`src/rtl/clause_monitor.sv`:
```
// clause_monitor: two-stage unsat-clause counter with progress tracking, solved detection
// and LFSR-driven stochastic-gate threshold regeneration on stagnation.
module clause_monitor #(
   parameter int          NUM_CLAUSES = 80,
   parameter int          STALE_LIMIT = 100000,
   parameter int          SG1_INIT    = 10,
   parameter int          SG2_INIT    = 10,
   parameter int          SG3_INIT    = 90,
   parameter logic [15:0] LFSR_SEED   = 16'h000F,
   localparam int         CW          = $clog2(NUM_CLAUSES + 1)
) (
   input  logic                   clk,
   input  logic                   rst,
   input  logic [NUM_CLAUSES-1:0] clause_in,
   input  logic                   clause_valid,
   output logic [CW-1:0]          unsat_count,
   output logic                   unsat_valid,
   output logic [CW-1:0]          global_min,
   output logic                   solved,
   output logic [9:0]             sg1,
   output logic [9:0]             sg2,
   output logic [9:0]             sg3,
   output logic                   sg_update,
   output logic                   led0,
   output logic                   led1,
   output logic                   led2,
   output logic                   led3,
   output logic                   led1_b
);
   localparam int          NCH  = (NUM_CLAUSES + 7) / 8;
   localparam int          SW   = $clog2(STALE_LIMIT + 1);
   localparam logic [15:0] SEED = (LFSR_SEED == 16'h0) ? 16'hACE1 : LFSR_SEED;

   function automatic logic [9:0] fold(input logic [9:0] v);
      return (v >= 10'd1000) ? v - 10'd1000 : v;
   endfunction

   logic [NCH*8-1:0] padded;
   logic [3:0]       part_d [NCH];
   logic [3:0]       part_q [NCH];
   logic             v1_q;
   logic [CW-1:0]    sat, u;
   logic [CW-1:0]    cnt_q, cnt_d, gmin_q, gmin_d, prev_q, prev_d;
   logic             uv_q, solved_q, solved_d, sgu_q, sgu_d, led1b_q, led1b_d;
   logic [SW-1:0]    stale_q, stale_d;
   logic [9:0]       sg1_q, sg1_d, sg2_q, sg2_d, sg3_q, sg3_d;
   logic [3:0]       led_q, led_d;
   logic [15:0]      lfsr_q, lfsr_d;
   logic             upd, worse, hit;

   assign padded = (NCH*8)'(clause_in);

   always_comb begin
      for (int c = 0; c < NCH; c++) begin
         part_d[c] = '0;
         for (int b = 0; b < 8; b++) part_d[c] = part_d[c] + 4'(padded[c*8+b]);
      end
   end

   always_ff @(posedge clk or posedge rst) begin
      if (rst) begin
         v1_q <= 1'b0;
         for (int c = 0; c < NCH; c++) part_q[c] <= '0;
      end else begin
         v1_q <= clause_valid;
         for (int c = 0; c < NCH; c++) part_q[c] <= part_d[c];
      end
   end

   always_comb begin
      sat = '0;
      for (int c = 0; c < NCH; c++) sat = sat + CW'(part_q[c]);
   end

   // Progress/stale decisions use the stage-2 count combinationally so they land with unsat_valid.
   always_comb begin
      u        = CW'(NUM_CLAUSES) - sat;
      upd      = v1_q && !solved_q;
      worse    = u >= prev_q;
      hit      = upd && worse && (u != '0) && (stale_q == SW'(STALE_LIMIT - 1));
      cnt_d    = v1_q ? u : cnt_q;
      prev_d   = v1_q ? u : prev_q;
      gmin_d   = (v1_q && u < gmin_q) ? u : gmin_q;
      solved_d = solved_q || (v1_q && u == '0);
      led_d    = v1_q ? {u > CW'(NUM_CLAUSES/75), u > CW'(NUM_CLAUSES/50),
                         u > CW'(NUM_CLAUSES/25), u > CW'(NUM_CLAUSES/5)} : led_q;
      stale_d  = !upd ? stale_q : (!worse || hit) ? '0 : stale_q + 1'b1;
      led1b_d  = !upd ? led1b_q : !worse ? 1'b0 : hit ? 1'b1 : led1b_q;
      sgu_d    = hit;
      sg1_d    = hit ? fold(lfsr_q[9:0]) : sg1_q;
      sg2_d    = hit ? fold(lfsr_q[15:6]) : sg2_q;
      sg3_d    = hit ? fold({lfsr_q[4:0], lfsr_q[15:11]}) : sg3_q;
      lfsr_d   = solved_q ? lfsr_q
                          : {lfsr_q[14:0], lfsr_q[15] ^ lfsr_q[13] ^ lfsr_q[12] ^ lfsr_q[10]};
   end

   always_ff @(posedge clk or posedge rst) begin
      if (rst) begin
         cnt_q    <= CW'(NUM_CLAUSES);
         gmin_q   <= CW'(NUM_CLAUSES);
         prev_q   <= CW'(NUM_CLAUSES);
         uv_q     <= 1'b0;
         solved_q <= 1'b0;
         stale_q  <= '0;
         sg1_q    <= 10'(SG1_INIT);
         sg2_q    <= 10'(SG2_INIT);
         sg3_q    <= 10'(SG3_INIT);
         sgu_q    <= 1'b0;
         led_q    <= '0;
         led1b_q  <= 1'b0;
         lfsr_q   <= SEED;
      end else begin
         cnt_q    <= cnt_d;
         gmin_q   <= gmin_d;
         prev_q   <= prev_d;
         uv_q     <= v1_q;
         solved_q <= solved_d;
         stale_q  <= stale_d;
         sg1_q    <= sg1_d;
         sg2_q    <= sg2_d;
         sg3_q    <= sg3_d;
         sgu_q    <= sgu_d;
         led_q    <= led_d;
         led1b_q  <= led1b_d;
         lfsr_q   <= lfsr_d;
      end
   end

   assign unsat_count = cnt_q;
   assign unsat_valid = uv_q;
   assign global_min  = gmin_q;
   assign solved      = solved_q;
   assign sg1         = sg1_q;
   assign sg2         = sg2_q;
   assign sg3         = sg3_q;
   assign sg_update   = sgu_q;
   assign {led3, led2, led1, led0} = led_q;
   assign led1_b      = led1b_q;
endmodule

```
`config.mk`:
```
export PLATFORM = sky130hd
export DESIGN_NAME = clause_monitor
export DESIGN_NICKNAME = d
export VERILOG_FILES = /design/src/rtl/clause_monitor.sv
export SDC_FILE = /design/constraint.sdc
export NUM_CORES = 1
export LEC_CHECK = 0
export CAP_MARGIN = 25
export CORE_ASPECT_RATIO = 0.8
export CORE_MARGIN = 1.5
export CORE_UTILIZATION = 54
export CTS_BUF_LIST = sky130_fd_sc_hd__clkbuf_16
export DETAILED_ROUTE_END_ITERATION = 12
export PLACE_DENSITY = 0.81
export SLEW_MARGIN = 20
export SYNTH_ARGS = -nofsm -noshare
export SYNTH_HDL_FRONTEND = slang
export SYNTH_SLANG_ARGS = --single-unit
```
`constraint.sdc`:
```
create_clock -name clk -period 6.8 [get_ports clk]
set_input_delay 0.68 -clock clk [delete_from_list [all_inputs] [get_ports clk]]
set_output_delay 0.68 -clock clk [all_outputs]
set_load 0.005 [all_outputs]
```
==> results.md, run 1 <==
* CP Data Required Time at 7.07 ns
* Yosys warns at 0
* # diodes at 0
* Area contributors post-synth: dfrtp_1 35%, fa_1 18%, ha_1 10%
* Netlist area before placement at 7860 um^2
* Syn avg cell area at slightly above 10 um^2
* Relative slew slack at a little under two fifths
* Area leader, netlist: dfrtp_1
* Gate Count Post-Synth at between 700 and 800
* Core Area at 14,200 um^2
* Placer Congestion at between 0.7 and 0.8
* Worst-margin pin slew at 0.926 ns
* Endpoints failing hold at 0
* Worst path slowest cell: fa_1
* CP peak stage delay at 0.56 ns
* Placed Area at 9400 um^2
* Fraction of the mapped netlist area in adder cells at about 28%
* Syn Nets at 976
* WL per Instance at about 14 um
* Most used cell, CP: fa_1
* Final design instance area without fill at between 9000 and 10,000 um^2
* Min-Delay Path Class: reg2reg
* # setup viols final at 0
* Max-Cap Viols at 0
* Initial antenna violation count at 0
* Total CTS buffers at 17
* Largest net degree at the start of global routing at 70
* Status: completed
* Startpoint Class: flip-flop
* Final Skew at 0.00827 ns
* Post-Synth Simple-Gate Area at 9.25%
* Post-DP HPWL at between 10 and 15 mm
* Total Wirelength at approximately 16 mm
* Clock buffer depth at 2
* Share of cells above drive strength 1 at 8.07%
* Arr. time, crit path at 6.38 ns
* Critical-path cell list: fa_1 > inv_1 > fa_1 > fa_1 > fa_1 > inv_1 > fa_1 > inv_1 > ha_1 > inv_1 > fa_1 > nand2b_1 > a21oi_1 > xnor2_1 > ha_1 > and3_1 > a221o_1 > a31o_2 > a21oi_2 > nor2_1
* DRT iter0 DRCs at 243
* Cts hold-fix bufs at 0
* Vias in the first global route at 5,786
* #FFs+latches synth at 125
* Port Buffers at roughly 130
* Area grow syn2layout at 26.8%
* Routed Antenna Nets at 0
* CP max FO at 13
* Compound-cell area share of the yosys netlist at 5.76%
* # H-tree levels at 4
* Top cell type's share of synthesized area at between 30% and 40%
* Reg clk slew, reported paths at 0.06 ns
* Residual DRC at 0
* Layout Nets at 1,120
* Via count at 5,359
* Critical Path Sink Type: flip-flop
* RSZ-0062 raised after global routing: no
* Post-synthesis mux area share at 2.55%
* Post-CTS setup buffers at 0
* WS Path Type: reg2reg
* Die Ht at 111 um
* Die width at ~140 um
* CTS root buf: clkbuf_16
* Vias per cell at 4.87
* Worst slack, placed at 0.812 ns
* Ports at 135
* Final hold slack at 0.454 ns
* Total grt overflow at 0
* Max Fclk at 163 MHz
* Post-synthesis sequential area ratio at 40.1%
* Setup_tns at 0 ns
* GRT Total Usage at 23.0%
* First-pass GRT wire length at around 27 mm
* Die area at 15,300 um^2
* Max Slew Vio Count at 0
* Yosys cell types at 44
* Final period utilization at 89.9%
* CTS sink cnt at ~130
* First-pass DRT Iterations at 5
* CTS tree: done
* Final min period at 6.12 ns
* Latest clock arrival within the worst-skew pair at 0.41 ns
* Setup slack after layout at roughly 0.68 ns
* Largest family of logic cells by synthesized area: adder cells
* Starting Density at 55.1%
* Xor/xnor share of the synthesized area at 4.12%
* Resized cells post-CTS at 0
* Rows at 39
-- state kept, by name (all words and copies together), names as in the netlist --
register / count
global_min: 7
led1_b: 1
led_q: 3
lfsr_q: 16
part_q: 40
prev_q: 7
sg1: 10
sg2: 10
sg3: 10
sg_update: 1
solved: 1
stale_q: 17
unsat_valid: 1
v1_q: 1
-- worst paths after layout --
kind                       slack [ns]  cells past startpoint       start             to
min reg2reg                      0.45                      2      sg2[1]         sg2[1]
max reg2reg                      0.68                     20  part_q[14]    stale_q[13]
max in group asynchronous        4.75                      3         rst  global_min[3]
max                              0.68                     20  part_q[14]    stale_q[13]
min                              0.45                      2      sg2[1]         sg2[1]
min in group asynchronous        0.75                      2         rst         sg3[8]
-- layer usage --
metal / global-route usage (%) / share of wire (%) / up-vias
met3: 4.12 / 4.5 / 14
met4: 6.94 / 1.0 / 0
met2: 37.4 / 49 / 126
met1: 31.4 / 46 / 2607
li1: - / - / 2612
met5: 0 / 0 / -
-- cell usage after synthesis --
library cell    n
inv_2           1
and3_1          3
a21oi_2         1
and4_1          2
dfrtp_1       109
or3_4           1
nand3_1         9
nor4bb_1        1
inv_1         195
nor4_1          1
buf_6           1
mux2i_1         2
or3_1           1
o31ai_2         1
nor3b_1         1
xnor2_1        23
fa_1           69
nor3_1          5
mux2_2         16
a21oi_1        32
o21ai_0        25
nand3b_1        2
buf_4           5
o311ai_2        1
nand2_1        68
nor4_4          1
a211o_1         1
clkbuf_1        8
a31oi_1         1
ha_1           64
dfstp_2        16
clkinv_1        1
or2_2           2
o21ai_1        10
buf_2           1
o311ai_0        1
nand2b_1        6
nor2_1         35
xor2_1         14
a31o_2          1
a21o_1          5
nand4_1         5
nor2b_1        12
a221o_1         1
-- cell families (layout without fill, tap and decap cells) --
kind of cell / Yosys count / in the layout
muxes: 18 / 18
AOI/OAI and AO/OA: 80 / 80
buffers and inverters: 212 / 369
DFF: 125 / 125
xor gates and xnor gates: 37 / 37
and+or+nand+nor: 155 / 155
adders and majority gates: 133 / 133
-- cell type report --
type	instances	area [um^2]
Fill cell	1014	4290
Multi-Input combinational cell	423	3900
Timing Repair Buffer	140	1390
Tap cell	184	230
Clock buffer	17	425
Sequential cell	125	3150
Clock inverter	15	131
Inverter	197	742
-- cells in the final DEF, fill, tap and decap left out, drive strengths merged, types with 4 or more instances in the layout --
cell / count
nand2: 68
dfrtp: 109
nor3: 5
inv: 199
a21oi: 33
xor2: 14
nand2b: 6
o21ai: 35
clkbuf: 17
xnor2: 23
nand3: 9
mux2: 16
clkdlybuf4s50: 134
nand4: 5
nor2: 35
clkinv: 7
ha: 64
a21o: 5
buf: 6
clkinvlp: 4
fa: 69
dfstp: 16
nor2b: 12
-- worst max-delay path: cells and delay by family, from the launching register on --
kind | cells | cell delay, ns
AOI/OAI and AO/OA | 4 | 1.25
xor gates and xnor gates | 1 | 0.17
adders and majority gates | 8 | 3.42
buffers and inverters | 4 | 0.25
DFF | 1 | 0.39
and+or+nand+nor | 3 | 0.46
-- per-stage QoR --
step           util, %  std cells
5_1_grt           69.9       1101
4_1_cts           69.9       1101
3_3_place_gp      66.0       1069
6_report          69.9       1101
2_1_floorplan        -        760
3_5_place_dp      66.0       1069
Power of run 1 is not shown: default switching activity piles up to over one toggle a cycle in this logic, so the estimate is an artifact.
==> run 2, diff against run 1 <==
--- a/config.mk
+++ b/config.mk
@@ -12,6 +12,7 @@
 export CTS_BUF_LIST = sky130_fd_sc_hd__clkbuf_16
 export DETAILED_ROUTE_END_ITERATION = 12
 export PLACE_DENSITY = 0.81
+export SETUP_SLACK_MARGIN = 0.4
 export SLEW_MARGIN = 20
 export SYNTH_ARGS = -nofsm -noshare
 export SYNTH_HDL_FRONTEND = slang
==> results.md, run 2 (same netlist as run 1, synthesis figures left out) <==
* Status: completed (unchanged)
* Arr. time, crit path at 6.36 ns (was 6.38 ns)
* WS Path Type: reg2reg (unchanged)
* Max Fclk at 165 MHz (was 163 MHz)
* Total CTS buffers at 17 (unchanged)
* Min-Delay Path Class: reg2reg (unchanged)
* Vias in the first global route at 5,786 (unchanged)
* CTS root buf: clkbuf_16 (unchanged)
* Worst-margin pin slew at 0.916 ns (was 0.926 ns)
* Routed Antenna Nets at 0 (unchanged)
* Layout Nets at 1,120 (unchanged)
* Die width at 138 um (unchanged)
* Final Skew at 0.0105 ns (was 0.00827 ns)
* Initial antenna violation count at 0 (unchanged)
* CP peak stage delay at 0.56 ns (about the same)
* CTS tree: done (unchanged)
* Largest net degree at the start of global routing at 70 (unchanged)
* Relative slew slack at 38.9% (was 38.3%)
* Clock buffer depth at 2 (unchanged)
* Reg clk slew, reported paths at 0.06 ns (about the same)
* Endpoints failing hold at 0 (unchanged)
* Setup_tns at 0 ns (unchanged)
* First-pass DRT Iterations at 4 (was 5)
* Residual DRC at 0 (unchanged)
* CTS sink cnt at 125 (unchanged)
* RSZ-0062 raised after global routing: no (unchanged)
* Share of cells above drive strength 1 at 8.07% (unchanged)
* Max Slew Vio Count at 0 (unchanged)
* Final min period at 6.07 ns (was 6.12 ns)
* Total Wirelength at 15.5 mm (was 15.6 mm)
* Biggest regs: part_q x40, stale_q x17, lfsr_q x16 (unchanged)
* # H-tree levels at 4 (unchanged)
* Ports at 135 (unchanged)
* Post-DP HPWL at 11.7 mm (unchanged)
* FF-to-FF Start: part_q[14] (unchanged)
* Core Area at 14,200 um^2 (unchanged)
* Max-Cap Viols at 0 (unchanged)
* Latest clock arrival within the worst-skew pair at 0.41 ns (about the same)
* Startpoint Class: flip-flop (unchanged)
* First-pass GRT wire length at 27.2 mm (unchanged)
* Starting Density at 55.1% (unchanged)
* Critical-path cell list: fa_1 > inv_1 > fa_1 > fa_1 > fa_1 > inv_1 > fa_1 > inv_1 > ha_1 > inv_1 > fa_1 > nand2b_1 > a21oi_1 > xnor2_1 > ha_1 > and3_1 > a221o_1 > a31o_2 > o311ai_4 > inv_2 > buf_6 > nor2_1 > a21oi_1 (was fa_1 > inv_1 > fa_1 > fa_1 > fa_1 > inv_1 > fa_1 > inv_1 > ha_1 > inv_1 > fa_1 > nand2b_1 > a21oi_1 > xnor2_1 > ha_1 > and3_1 > a221o_1 > a31o_2 > a21oi_2 > nor2_1)
* # diodes at 0 (unchanged)
* Most common cell after layout, fill and taps aside: inv_1 (unchanged)
* Die Ht at 111 um (unchanged)
* GRT Total Usage at 23.0% (unchanged)
* Via count at 5,382 (was 5,359)
* CP Data Required Time at 7.09 ns (was 7.07 ns)
* Most frequent cells in the layout: 196 x inv_1, 134 x clkdlybuf4s50_1, 109 x dfrtp_1, 69 x fa_1, 68 x nand2_1 (unchanged)
* Rows at 39 (unchanged)
* Worst path slowest cell: fa_1 (unchanged)
* Die area at 15,300 um^2 (unchanged)
* # fillers at 1,015 (was 1,014)
* Area grow syn2layout at 26.9% (was 26.8%)
* WL per Instance at 14.1 um (about the same)
* Vias per cell at 4.89 (was 4.87)
* Register with the highest flop count: part_q (unchanged)
* Largest register FFs at 40 (unchanged)
* Most used cell, CP: fa_1 (unchanged)
* Final period utilization at 89.2% (was 89.9%)
* R2r setup slk at 0.73 ns (was 0.68 ns)
* Port Buffers at 134 (unchanged)
* Total grt overflow at 0 (unchanged)
* # setup viols final at 0 (unchanged)
* Cts hold-fix bufs at 0 (unchanged)
* CP max FO at 30 (was 13)
* Critical Path Sink Type: flip-flop (unchanged)
* Resized cells post-CTS at 0 (unchanged)
* Min-delay src: sg2[1] (unchanged)
* Kind of cell adding the most delay to the critical path: adder cells (unchanged)
* Worst Setup SP: part_q[14] (unchanged)
* Post-CTS setup buffers at 0 (unchanged)
* WP buf/inv at 6 (was 4)
* Placer Congestion at 0.792 (unchanged)
* DRT iter0 DRCs at 245 (was 243)
run 2: routing by layer:
metal  wire length [um]  vias to the layer above  track usage, %
li1                   -                     2606               -
met1               7060                     2619            31.4
met2               7590                      142            37.4
met3                727                       15            4.12
met4                154                        0            6.94
met5                  0                        -               0
run 2: layout make-up:
cell class / count / area, um^2 / area share [%]
inverter: 197 / 742 / 7.44
clock inverter: 15 / 131 / 1.32
clock buffer: 17 / 425 / 4.26
tap: 184 / 230 / 2.31
multi-input combinational: 423 / 3900 / 39.1
sequential: 125 / 3150 / 31.6
timing repair buffer: 140 / 1390 / 14.0
run 2: per-stage QoR:
| stage | hold WS [ns] | util (%) | worst slack, ns | area (um^2) | std cells |
|---|---|---|---|---|---|
| after CTS | 0.453 | 69.9 | 0.654 | 9960 | 1101 |
| after global routing | 0.475 | 70.0 | 0.390 | 9970 | 1101 |
| after floorplan | 0.411 | - | 0.982 | 7860 | 760 |
| final | 0.454 | 70.0 | 0.733 | 9970 | 1101 |
| after global placement | 0.442 | 66.0 | 0.948 | 9400 | 1069 |
| after detailed placement | 0.448 | 66.0 | 0.812 | 9400 | 1069 |
run 2: path summary, 6_finish.rpt:
check | end | cells past startpoint
setup / recovery | sg3[9] | 23
hold / removal | sg2[1] | 2
setup reg to reg | sg3[9] | 23
hold reg to reg | sg2[1] | 2
max in group asynchronous | global_min[3] | 3
min in group asynchronous | sg3[8] | 2
run 2: worst min-delay path, stage by stage, from the launching register on:
cell	delay, ns
dfstp_2	0.36
nand2_1	0.05
nand2_1	0.04
Power of run 2 is left out for the same reason.
